--- src/rtl/dual_issue_fetch_queue_if.sv ---
// Fetch/decode handshake bundle for the dual-issue fetch queue.
// master = fetch/decode side, slave = queue.
interface dual_issue_fetch_queue_if #(
  parameter int els_p = 8
);
  localparam int lg_els_lp = $clog2(els_p);

  logic              flush_i;
  logic              instr_v_i;
  logic [31:0]       instr_i;
  logic              instr_ready_o;
  logic [31:0]       instruction1_o;
  logic              instruction1_v_o;
  logic [31:0]       instruction2_o;
  logic              instruction2_v_o;
  logic              issue_i;
  logic              dual_issue_i;
  logic [lg_els_lp:0] count_o;

  modport master (
    output flush_i,
    output instr_v_i,
    output instr_i,
    output issue_i,
    output dual_issue_i,
    input  instr_ready_o,
    input  instruction1_o,
    input  instruction1_v_o,
    input  instruction2_o,
    input  instruction2_v_o,
    input  count_o
  );

  modport slave (
    input  flush_i,
    input  instr_v_i,
    input  instr_i,
    input  issue_i,
    input  dual_issue_i,
    output instr_ready_o,
    output instruction1_o,
    output instruction1_v_o,
    output instruction2_o,
    output instruction2_v_o,
    output count_o
  );
endinterface

--- src/rtl/dual_issue_fetch_queue.sv ---
// Circular instruction queue presenting the two oldest entries
// to a dual-issue decoder; retires 0, 1 or 2 entries per cycle.
module dual_issue_fetch_queue #(
  parameter int els_p = 8
) (
  input logic                   clk_i,
  input logic                   reset_i,
  dual_issue_fetch_queue_if.slave fq
);
  localparam int lg_els_lp = $clog2(els_p);
  localparam int cnt_w_lp  = lg_els_lp + 1;
  localparam logic [31:0] nop_lp = 32'h0000_0013;
  localparam logic [cnt_w_lp-1:0] full_lp = cnt_w_lp'(els_p);

  logic [31:0]          mem [els_p];
  logic [lg_els_lp-1:0] rptr;
  logic [lg_els_lp-1:0] wptr;
  logic [lg_els_lp-1:0] rptr_p1;
  logic [cnt_w_lp-1:0]  count;
  logic                 v1;
  logic                 v2;
  logic                 ready;
  logic                 enq;
  logic [1:0]           deq_n;

  assign rptr_p1 = rptr + lg_els_lp'(1);
  assign v1      = (count != '0);
  assign v2      = (count > cnt_w_lp'(1));
  assign ready   = ~reset_i & (count < full_lp);
  assign enq     = fq.instr_v_i & ready;

  always_comb begin
    deq_n = 2'd0;
    unique case (1'b1)
      (fq.issue_i & v1 & fq.dual_issue_i & v2):    deq_n = 2'd2;
      (fq.issue_i & v1 & ~(fq.dual_issue_i & v2)): deq_n = 2'd1;
      default:                                     deq_n = 2'd0;
    endcase
  end

  always_ff @(posedge clk_i) begin
    if (reset_i) begin
      rptr  <= '0;
      wptr  <= '0;
      count <= '0;
    end else if (fq.flush_i) begin
      rptr  <= '0;
      wptr  <= '0;
      count <= '0;
    end else begin
      if (enq) wptr <= wptr + lg_els_lp'(1);
      rptr  <= rptr + lg_els_lp'(deq_n);
      count <= count + cnt_w_lp'(enq) - cnt_w_lp'(deq_n);
    end
  end

  // Storage is deliberately left unreset; the v flags gate every read.
  always_ff @(posedge clk_i) begin
    if (enq && !fq.flush_i) mem[wptr] <= fq.instr_i;
  end

  always_ff @(posedge clk_i) begin
    if (!reset_i && fq.issue_i && fq.dual_issue_i && v1) begin
      assert (v2)
        else $warning("dual issue with a single valid entry");
    end
  end

  assign fq.instr_ready_o    = ready;
  assign fq.instruction1_v_o = v1;
  assign fq.instruction2_v_o = v2;
  assign fq.instruction1_o   = v1 ? mem[rptr] : nop_lp;
  assign fq.instruction2_o   = v2 ? mem[rptr_p1] : nop_lp;
  assign fq.count_o          = count;
endmodule
--- src/flat_wrapper.sv ---
// flat-port wrapper written by rule: the top's interface ports become plain ports
module dual_issue_fetch_queue_flat 
#(
  parameter int els_p = 8
)
  (clk_i, reset_i, fq_flush_i, fq_instr_v_i, fq_instr_i, fq_issue_i, fq_dual_issue_i, fq_instr_ready_o, fq_instruction1_o, fq_instruction1_v_o, fq_instruction2_o, fq_instruction2_v_o, fq_count_o);
  dual_issue_fetch_queue_if #(.els_p(els_p)) fq_i ();
  input logic clk_i;
  input logic reset_i;
  input wire logic [$bits(fq_i.flush_i)-1:0] fq_flush_i;
  input wire logic [$bits(fq_i.instr_v_i)-1:0] fq_instr_v_i;
  input wire logic [$bits(fq_i.instr_i)-1:0] fq_instr_i;
  input wire logic [$bits(fq_i.issue_i)-1:0] fq_issue_i;
  input wire logic [$bits(fq_i.dual_issue_i)-1:0] fq_dual_issue_i;
  output wire logic [$bits(fq_i.instr_ready_o)-1:0] fq_instr_ready_o;
  output wire logic [$bits(fq_i.instruction1_o)-1:0] fq_instruction1_o;
  output wire logic [$bits(fq_i.instruction1_v_o)-1:0] fq_instruction1_v_o;
  output wire logic [$bits(fq_i.instruction2_o)-1:0] fq_instruction2_o;
  output wire logic [$bits(fq_i.instruction2_v_o)-1:0] fq_instruction2_v_o;
  output wire logic [$bits(fq_i.count_o)-1:0] fq_count_o;
  assign fq_i.flush_i = fq_flush_i;
  assign fq_i.instr_v_i = fq_instr_v_i;
  assign fq_i.instr_i = fq_instr_i;
  assign fq_i.issue_i = fq_issue_i;
  assign fq_i.dual_issue_i = fq_dual_issue_i;
  assign fq_instr_ready_o = fq_i.instr_ready_o;
  assign fq_instruction1_o = fq_i.instruction1_o;
  assign fq_instruction1_v_o = fq_i.instruction1_v_o;
  assign fq_instruction2_o = fq_i.instruction2_o;
  assign fq_instruction2_v_o = fq_i.instruction2_v_o;
  assign fq_count_o = fq_i.count_o;
  dual_issue_fetch_queue #(.els_p(els_p)) u_core (.clk_i(clk_i), .reset_i(reset_i), .fq(fq_i));
endmodule
--- config.mk ---
export PLATFORM = sky130hd
export DESIGN_NAME = dual_issue_fetch_queue_flat
export DESIGN_NICKNAME = d
export VERILOG_FILES = /design/src/rtl/dual_issue_fetch_queue_if.sv /design/src/rtl/dual_issue_fetch_queue.sv /design/src/flat_wrapper.sv
export SDC_FILE = /design/constraint.sdc
export NUM_CORES = 1
export LEC_CHECK = 0
export CAP_MARGIN = 20
export CELL_PAD_IN_SITES_DETAIL_PLACEMENT = 2
export CELL_PAD_IN_SITES_GLOBAL_PLACEMENT = 2
export CORE_MARGIN = 5
export CORE_UTILIZATION = 43
export DETAILED_ROUTE_END_ITERATION = 12
export GPL_ROUTABILITY_DRIVEN = 0
export MAX_ROUTING_LAYER = met4
export PLACE_DENSITY = 0.81
export SLEW_MARGIN = 20
export SYNTH_ARGS = -nofsm -noshare
export SYNTH_HDL_FRONTEND = slang
export SYNTH_SLANG_ARGS = --single-unit
export TNS_END_PERCENT = 1
--- constraint.sdc ---
create_clock -name clk_i -period 5.6 [get_ports clk_i]
set_clock_uncertainty 0.2 [all_clocks]
set_input_delay 0.84 -clock clk_i [delete_from_list [all_inputs] [get_ports clk_i]]
set_output_delay 0.84 -clock clk_i [all_outputs]
set_load 0.01 [all_outputs]
* Yosys cells after proc, flatten, opt, wreduce, memory -nomap -nowiden
Memories as Yosys holds them, arrays and structs flattened. A register that Yosys moved wholly into a read port is not among the register bits. Index checks and enable logic that the tools add are counted.
Storage, ports and cells: bits in registers 10, bits in writable memories 256, input port bits 38, output and inout port bits 71, memories 1
Operators by class: $add $sub $neg 5, order comparisons 2, mux-type cells 6, bitwise logic cells 9, reductions and logical operators 4
Memory list:
- u_core.mem | words 8, bits a word 32, read ports 2, clocked after memory_dff 1, wr ports 1, RTL line dual_issue_fetch_queue.sv:15 | logic [31:0] mem [els_p];
Operators by type and width (number):
- 32-bit 2-to-1 mux | 2
- 1-bit bitwise AND | 7
- 3-bit by 1-bit adder with 3-bit output, second input constant | 2
- 4-bit by 1-bit adder with 4-bit output | 1
- 4-bit by 1-bit > comparator with 1-bit output, second input constant | 1
- 4-bit less-than comparator, second input constant | 1
- 2-bit case mux with 2 select lines | 1
- 4-bit nonzero test | 1
- 4-bit by 2-bit subtractor with 4-bit output | 1
- 3-bit by 2-bit adder with 3-bit output | 1
- 3-bit 2-to-1 mux | 1
- 1-bit 2-to-1 mux | 2
- 1-bit inverter | 2
- 2-bit OR reduction | 1
- 1-bit logical AND | 1
- 1-bit logical NOT | 1

* Longest topological paths before layout
Gate-level depths: netlist of run 1.
depth in word-level cells 7, depth in mapped cells 13

* Worst setup path before layout of run 1
No wires, ideal clock.
path type input-to-reg, start point input reset_i, end point memory u_core.mem[0][0], enable pin, setup time 501 ps, arrival 4402 ps, data required time 4899 ps, setup slack 497 ps, stages 3, cells stage by stage nor3b_2 > nand2b_1 > nor4_1
Between the ends: word-level cells in the longest chain between the ends 6
Ends and longest elaborated chain:
- from (decl) | RTL line flat_wrapper.sv:9 | input logic reset_i;
- 1-bit inverter | RTL line dual_issue_fetch_queue.sv:29 | assign ready = ~reset_i & (count < full_lp);
- 1-bit bitwise AND | RTL line dual_issue_fetch_queue.sv:29
- 1-bit bitwise AND | RTL line dual_issue_fetch_queue.sv:30 | assign enq = fq.instr_v_i & ready;
- 1-bit logical AND | RTL line dual_issue_fetch_queue.sv:59 | if (enq && !fq.flush_i) mem[wptr] <= fq.instr_i;
- 1-bit 2-to-1 mux | RTL line dual_issue_fetch_queue.sv:59
- 1-bit 2-to-1 mux (implied by the code) | RTL line dual_issue_fetch_queue.sv:59
- to (decl) | RTL line dual_issue_fetch_queue.sv:15
Every way passes these cells.

* Final worst setup path of run 1
start point register u_core.rptr[1], end point output fq_instruction2_o[12]
Between the ends: word-level cells in the longest chain between the ends 3
Ends and longest elaborated chain:
- from (decl) | RTL line dual_issue_fetch_queue.sv:16 | logic [lg_els_lp-1:0] rptr;
- from (signal assigned) | RTL line dual_issue_fetch_queue.sv:52 | rptr <= rptr + lg_els_lp'(deq_n);
- 3-bit by 1-bit adder with 3-bit output | RTL line dual_issue_fetch_queue.sv:26 | assign rptr_p1 = rptr + lg_els_lp'(1);
- memory 8 x 32 bit
- 32-bit 2-to-1 mux | RTL line dual_issue_fetch_queue.sv:73 | assign fq.instruction2_o = v2 ? mem[rptr_p1] : nop_lp;
- to (decl) | RTL line flat_wrapper.sv:18 | output wire logic [$bits(fq_i.instruction2_o)-1:0] fq_instruction2_o;
Every way passes these cells.

==> results of run 1 <==
[logic make-up after synthesis]
logic type               Yosys count  share of synthesized area
buffers and inverters             69                     0.0296
adder cells (fa/ha/maj)           12                     0.0131
XOR/XNOR                           5                    0.00349
flip-flops                       266                      0.628
multiplexers                     165                      0.211
AO/OA/AOI/OAI                    134                     0.0728
AND/OR/NAND/NOR                   98                     0.0422
[per-stage QoR]
stage	utilization	hold WS, ps	std cells	area, µm²	setup WS (ps)
after global routing	0.524	405	1254	15100	734
after global placement	0.488	334	1201	14000	1500
after detailed placement	0.488	354	1201	14000	1470
final	0.524	372	1254	15100	927
after floorplan	-	297	749	12600	497
after CTS	0.524	373	1253	15100	867
[path summary, 6_finish.rpt]
check,startpoint,endpoint,slack [ps],cells past startpoint
setup / recovery,u_core.rptr[1]$_SDFF_PP0_,fq_instruction2_o[12],930,5
hold / removal,u_core.wptr[2]$_SDFFE_PP0P_,u_core.wptr[2]$_SDFFE_PP0P_,370,2
setup reg to reg,u_core.fq.count_o[3]$_SDFF_PP0_,u_core.fq.count_o[2]$_SDFF_PP0_,2060,11
hold reg to reg,u_core.wptr[2]$_SDFFE_PP0P_,u_core.wptr[2]$_SDFFE_PP0P_,370,2
[cells in the mapped netlist]
| library cell | number |
|---|---|
| edfxtp_1 | 256 |
| mux2_2 | 99 |
| mux4_2 | 44 |
| o22ai_1 | 35 |
| o21ai_0 | 32 |
| a211oi_1 | 29 |
| a22o_1 | 29 |
| nor2b_1 | 29 |
| nor3_1 | 29 |
| buf_2 | 24 |
| mux4_1 | 20 |
| clkbuf_1 | 17 |
| nor2_1 | 16 |
| inv_1 | 13 |
| dfxtp_1 | 10 |
| ha_1 | 10 |
| buf_4 | 8 |
| nand2_1 | 8 |
| buf_6 | 7 |
| a21oi_1 | 3 |
| a22oi_1 | 3 |
| and2_1 | 3 |
| nand2b_1 | 3 |
| xnor2_1 | 3 |
| a21o_1 | 2 |
| fa_1 | 2 |
| mux2i_1 | 2 |
| nor4_1 | 2 |
| or2_2 | 2 |
| xor2_1 | 2 |
| a21boi_2 | 1 |
| nand3b_1 | 1 |
| nand4_1 | 1 |
| nor3b_2 | 1 |
| nor4bb_1 | 1 |
| or3_1 | 1 |
| or3b_2 | 1 |
[metal layers]
metal | GRT usage | vias up
met2 | 0.428 | 193
met4 | 0.0552 | 0
met5 | - | -
met1 | 0.283 | 4160
met3 | 0.0354 | 58
li1 | - | 3281
[flip-flops by register name, summed over array words and instances (netlist names)]
register,flops
u_core.wptr,3
u_core.rptr,3
u_core.fq.count_o,4
u_core.mem,256
[power groups by stage]
stage               logic [mW]  clock network, mW  registers [mW]
finish                    1.87               2.13            2.23
detailed placement        1.85                  0            2.27
global placement          1.78                  0            2.27
global route              1.98               2.25            2.23
CTS                       1.89               2.17            2.23
floorplan                 1.04                  0            2.27
[critical path, cell delays in order (launching register included)]
cell             delay (ps)
dfxtp_1                 390
ha_4                   1010
buf_4                   330
mux4_1                  600
a22o_1                  220
clkdlybuf4s50_1         480
[area by class of cell]
class	count	area, µm²
Clock inverter	21	312
Multi-Input combinational cell	414	4400
Inverter	13	48.8
Antenna cell	1	2.50
Clock buffer	31	733
Timing Repair Buffer	124	1210
Fill cell	2555	13700
Sequential cell	266	7890
Tap cell	384	480
==> impl_metrics.ini, run 1 <==
[setup_path]
path_class = reg2out
start_kind = flop
arrival_ps = 3630
worstSetupEndpointType = output port
worstPathMaxFanout = 52
required_ps = 4560

[routing]
wl_met1_um = 15500
vias = 7692
drc = 0
dr_wl_met3_um = 1620
drtAntennaViolNets = 0
via_per_inst = 6.13
first_pass_iters = 5
maxUsedRoutingLayer = met4
wl_per_cell_um = 30.7
routed-wl-met2_um = 20600
drtIter0Drc = 544
wirelength_um = 38400

[clocking]
numCtsBuffers = 29
root_buffer = clkbuf_16
clk_latency_ps = 550
path_clk_slew_ps = 60
cts_setup_buffers = 0
cts_tree = done
ctsLongestPathBuffers = 3
clkSinkCount = 266
h-tree-depth = 1
ctsHoldBuffers = 0
cts_resized = 0

[power]
p_leak_nw = 4.71
pwr-share-seq = 0.358
total_power_mw = 6.22
p_sw_mw = 1.81
p_sw_frac = 0.290
clkPwrFrac = 0.342
intPower_mw = 4.42
powerDensity_nw_per_um2 = 413
vdd_ir_drop_max_uv = 234
combPwrFrac = 0.300

[synth]
synth.yosys.seq_area_share = 0.628
ys_types = 37
synthesis.nets = 799
synth_area_um2 = 12600
synth.area.top_cells = edfxtp_1 (61%), mux2_2 (8.9%), mux4_2 (7.9%)
avgSynthCellArea_um2 = 16.8
synth_top_area_frac = 0.612
ys_ff_latch = 266
yosys_warnings = 0
synth_top_area_cell = edfxtp_1
syn_inst = 749

[global_routing]
antenna_found_initial = 1
grt_pass1_wl_um = 57500
grt-ovfl-total = 0
grt_start_max_net_pins = 223
grt_usage = 0.237
grt_pass1_vias = 8774

[final_layout]
areaGrowthSynthToFinish_pct = 20.0
nets = 898
final_common_cell = edfxtp_1
drive_above_1_share = 0.258
final_cell_mix = edfxtp_1 (256), clkdlybuf4s50_1 (108), mux2_2 (99), mux4_2 (44), o22ai_1 (35)

[timing]
hold_viol = 0
fmax_ghz = 0.214
setup_viol = 0
drv_slew = 0
min_period_over_period = 0.834
worst_pin_slew_ps = 1240
max_slew_margin = 0.170
period_minus_slack_ps = 4670
rsz0062_at_grt = no
finalSetupTns_ps = 0

[floorplanning]
fp.dieArea_um2 = 32700
io_pins = 109
num_rows = 62
start_util = 0.437
coreArea_um2 = 28800
die_width_um = 181
die_y_um = 181

[job]
drv_cap = 0

[hold_path]
hp-class = reg2reg

[placed_design]
io_buffers = 108
hpwl_um = 22100

[outcome]
outcome = completed
Power figures use the tool's default switching activity.
==> run 2, diff against run 1 <==
- clock period: 5.6 -> 4.4 ns (I/O delays scaled with it)
==> run 2 against run 1 <==
Compared with the run above:
- cell count grew 0.80%
- critical path depth stayed put
- wire length is 1.3% lower
- count of clock-buffer cells in the layout is 7 higher
- die area did not move
- final area decreased by 0.14%
- global-route usage fell by 0.41 points
- sequential share of layout area increased by 0.074 points
- register-to-register slack got worse by 1100 ps
- hold slack gained 15 ps
- flip-flop and latch count unchanged
- core utilization shrank 0.074 points
- critical path type unchanged
- largest cell class unchanged
==> impl_metrics.ini, run 2 (synthesis gave the netlist of run 1 again) <==
[outcome]
outcome = completed

[floorplanning]
fp.dieArea_um2 = 32700
die_width_um = 181
start_util = 0.437
io_pins = 109
coreArea_um2 = 28800
num_rows = 62
die_y_um = 181

[setup_path]
cpMaxStageDelayCell = buf_12
path_class = reg2out
worstPathCellList = buf_12 -> mux2_2 -> o21ai_0 -> nor3_1 -> clkdlybuf4s50_1
arrival_ps = 3280
required_ps = 3540
max_stage_delay_ps = 750
worstPathMaxFanout = 222
start_kind = flop
worstSetupEndpointType = output port

[final_layout]
regMostFlops = u_core.mem
multiInputGateArea_um2 = 4410
areaGrowthSynthToFinish_pct = 19.9
fin_cells = 1264
num-fill-cells = 2528
area.sequential_um2 = 7890
final_cell_mix = edfxtp_1 (256), clkdlybuf4s50_1 (108), mux2_2 (99), mux4_2 (44), o22ai_1 (35)
nets = 909
drive_above_1_share = 0.258
largest_register_ffs = 256
final_common_cell = edfxtp_1
finalInstanceArea_um2 = 15100

[clocking]
clkSinkCount = 266
cts_resized = 0
h-tree-depth = 1
path_clk_slew_ps = 60
cts_setup_buffers = 0
cts_tree = done
numCtsBuffers = 29
clk_latency_ps = 540
ctsHoldBuffers = 0
root_buffer = clkbuf_16
ctsLongestPathBuffers = 3

[global_routing]
grt_start_max_net_pins = 223
antenna_found_initial = 1
grt_usage = 0.233
grt_pass1_wl_um = 56600
grt-ovfl-total = 0
grt_pass1_vias = 8900

[timing]
finalSetupTns_ps = 0
min_period_over_period = 0.941
drv_slew = 0
period_minus_slack_ps = 4140
fmax_ghz = 0.241
hold_viol = 0
fin_ws_ps = 258
worst_pin_slew_ps = 1140
max_slew_margin = 0.240
setup_viol = 0
rsz0062_at_grt = no

[routing]
wl_per_cell_um = 30.0
vias = 7762
via_per_inst = 6.14
drc = 0
drtIter0Drc = 570
first_pass_iters = 5
wirelength_um = 37900
drtAntennaViolNets = 0

[power]
p_leak_nw = 4.70
total_power_mw = 7.55
vdd_ir_drop_max_uv = 327
powerDensity_nw_per_um2 = 501

[placed_design]
hpwl_um = 23700
placed_cell_area_um2 = 14200
io_buffers = 108
post-place-cells = 1212
post-place-ws_ps = 846

[hold_path]
hp-class = reg2reg

[job]
drv_cap = 0
[run 2: per-stage QoR]
step | utilization | hold WS, ps
after floorplan | - | 297
after global placement | 0.493 | 320
after detailed placement | 0.493 | 372
after CTS | 0.523 | 384
after global routing | 0.523 | 413
final | 0.523 | 386
[run 2: worst max-delay path: cells and delay by family, from the launching register on]
kind | cells | cell delay (ps)
AOI/OAI and AO/OA | 1 | 100
DFF | 1 | 370
muxes | 1 | 320
and+or+nand+nor | 1 | 450
buffers and inverters | 2 | 1390
[run 2: final timing paths]
check	start	end	slack, ps	cells after the start
worst max-delay path	u_core.rptr[0]$_SDFF_PP0_	fq_instruction1_o[7]	260	5
worst min-delay path	u_core.wptr[2]$_SDFFE_PP0P_	u_core.wptr[2]$_SDFFE_PP0P_	390	2
worst max register to register	u_core.fq.count_o[2]$_SDFF_PP0_	u_core.fq.count_o[2]$_SDFF_PP0_	970	12
worst min register to register	u_core.wptr[2]$_SDFFE_PP0P_	u_core.wptr[2]$_SDFFE_PP0P_	390	2
[run 2: layout make-up]
type	instances	area share
diodes	1	0.000166
clock buffers	38	0.0504
clock inverters	13	0.00731
inverters	13	0.00324
multi-input cells	414	0.293
flip-flops and latches	266	0.524
well taps	384	0.0319
repair buffers	135	0.0902
[run 2: layer usage]
layer	part of all wire	global-route usage
met1	0.40	0.282
met2	0.53	0.420
met3	0.044	0.0324
met4	0.021	0.0489
met5	0	-
[run 2: power breakdown]
group / internal (mW) / switching, mW / leakage (nW)
registers: 2.81 / 0.0277 / 2.39
clock network: 1.32 / 0.955 / 0.430
logic: 1.18 / 1.26 / 1.88
total: 5.31 / 2.24 / 4.70
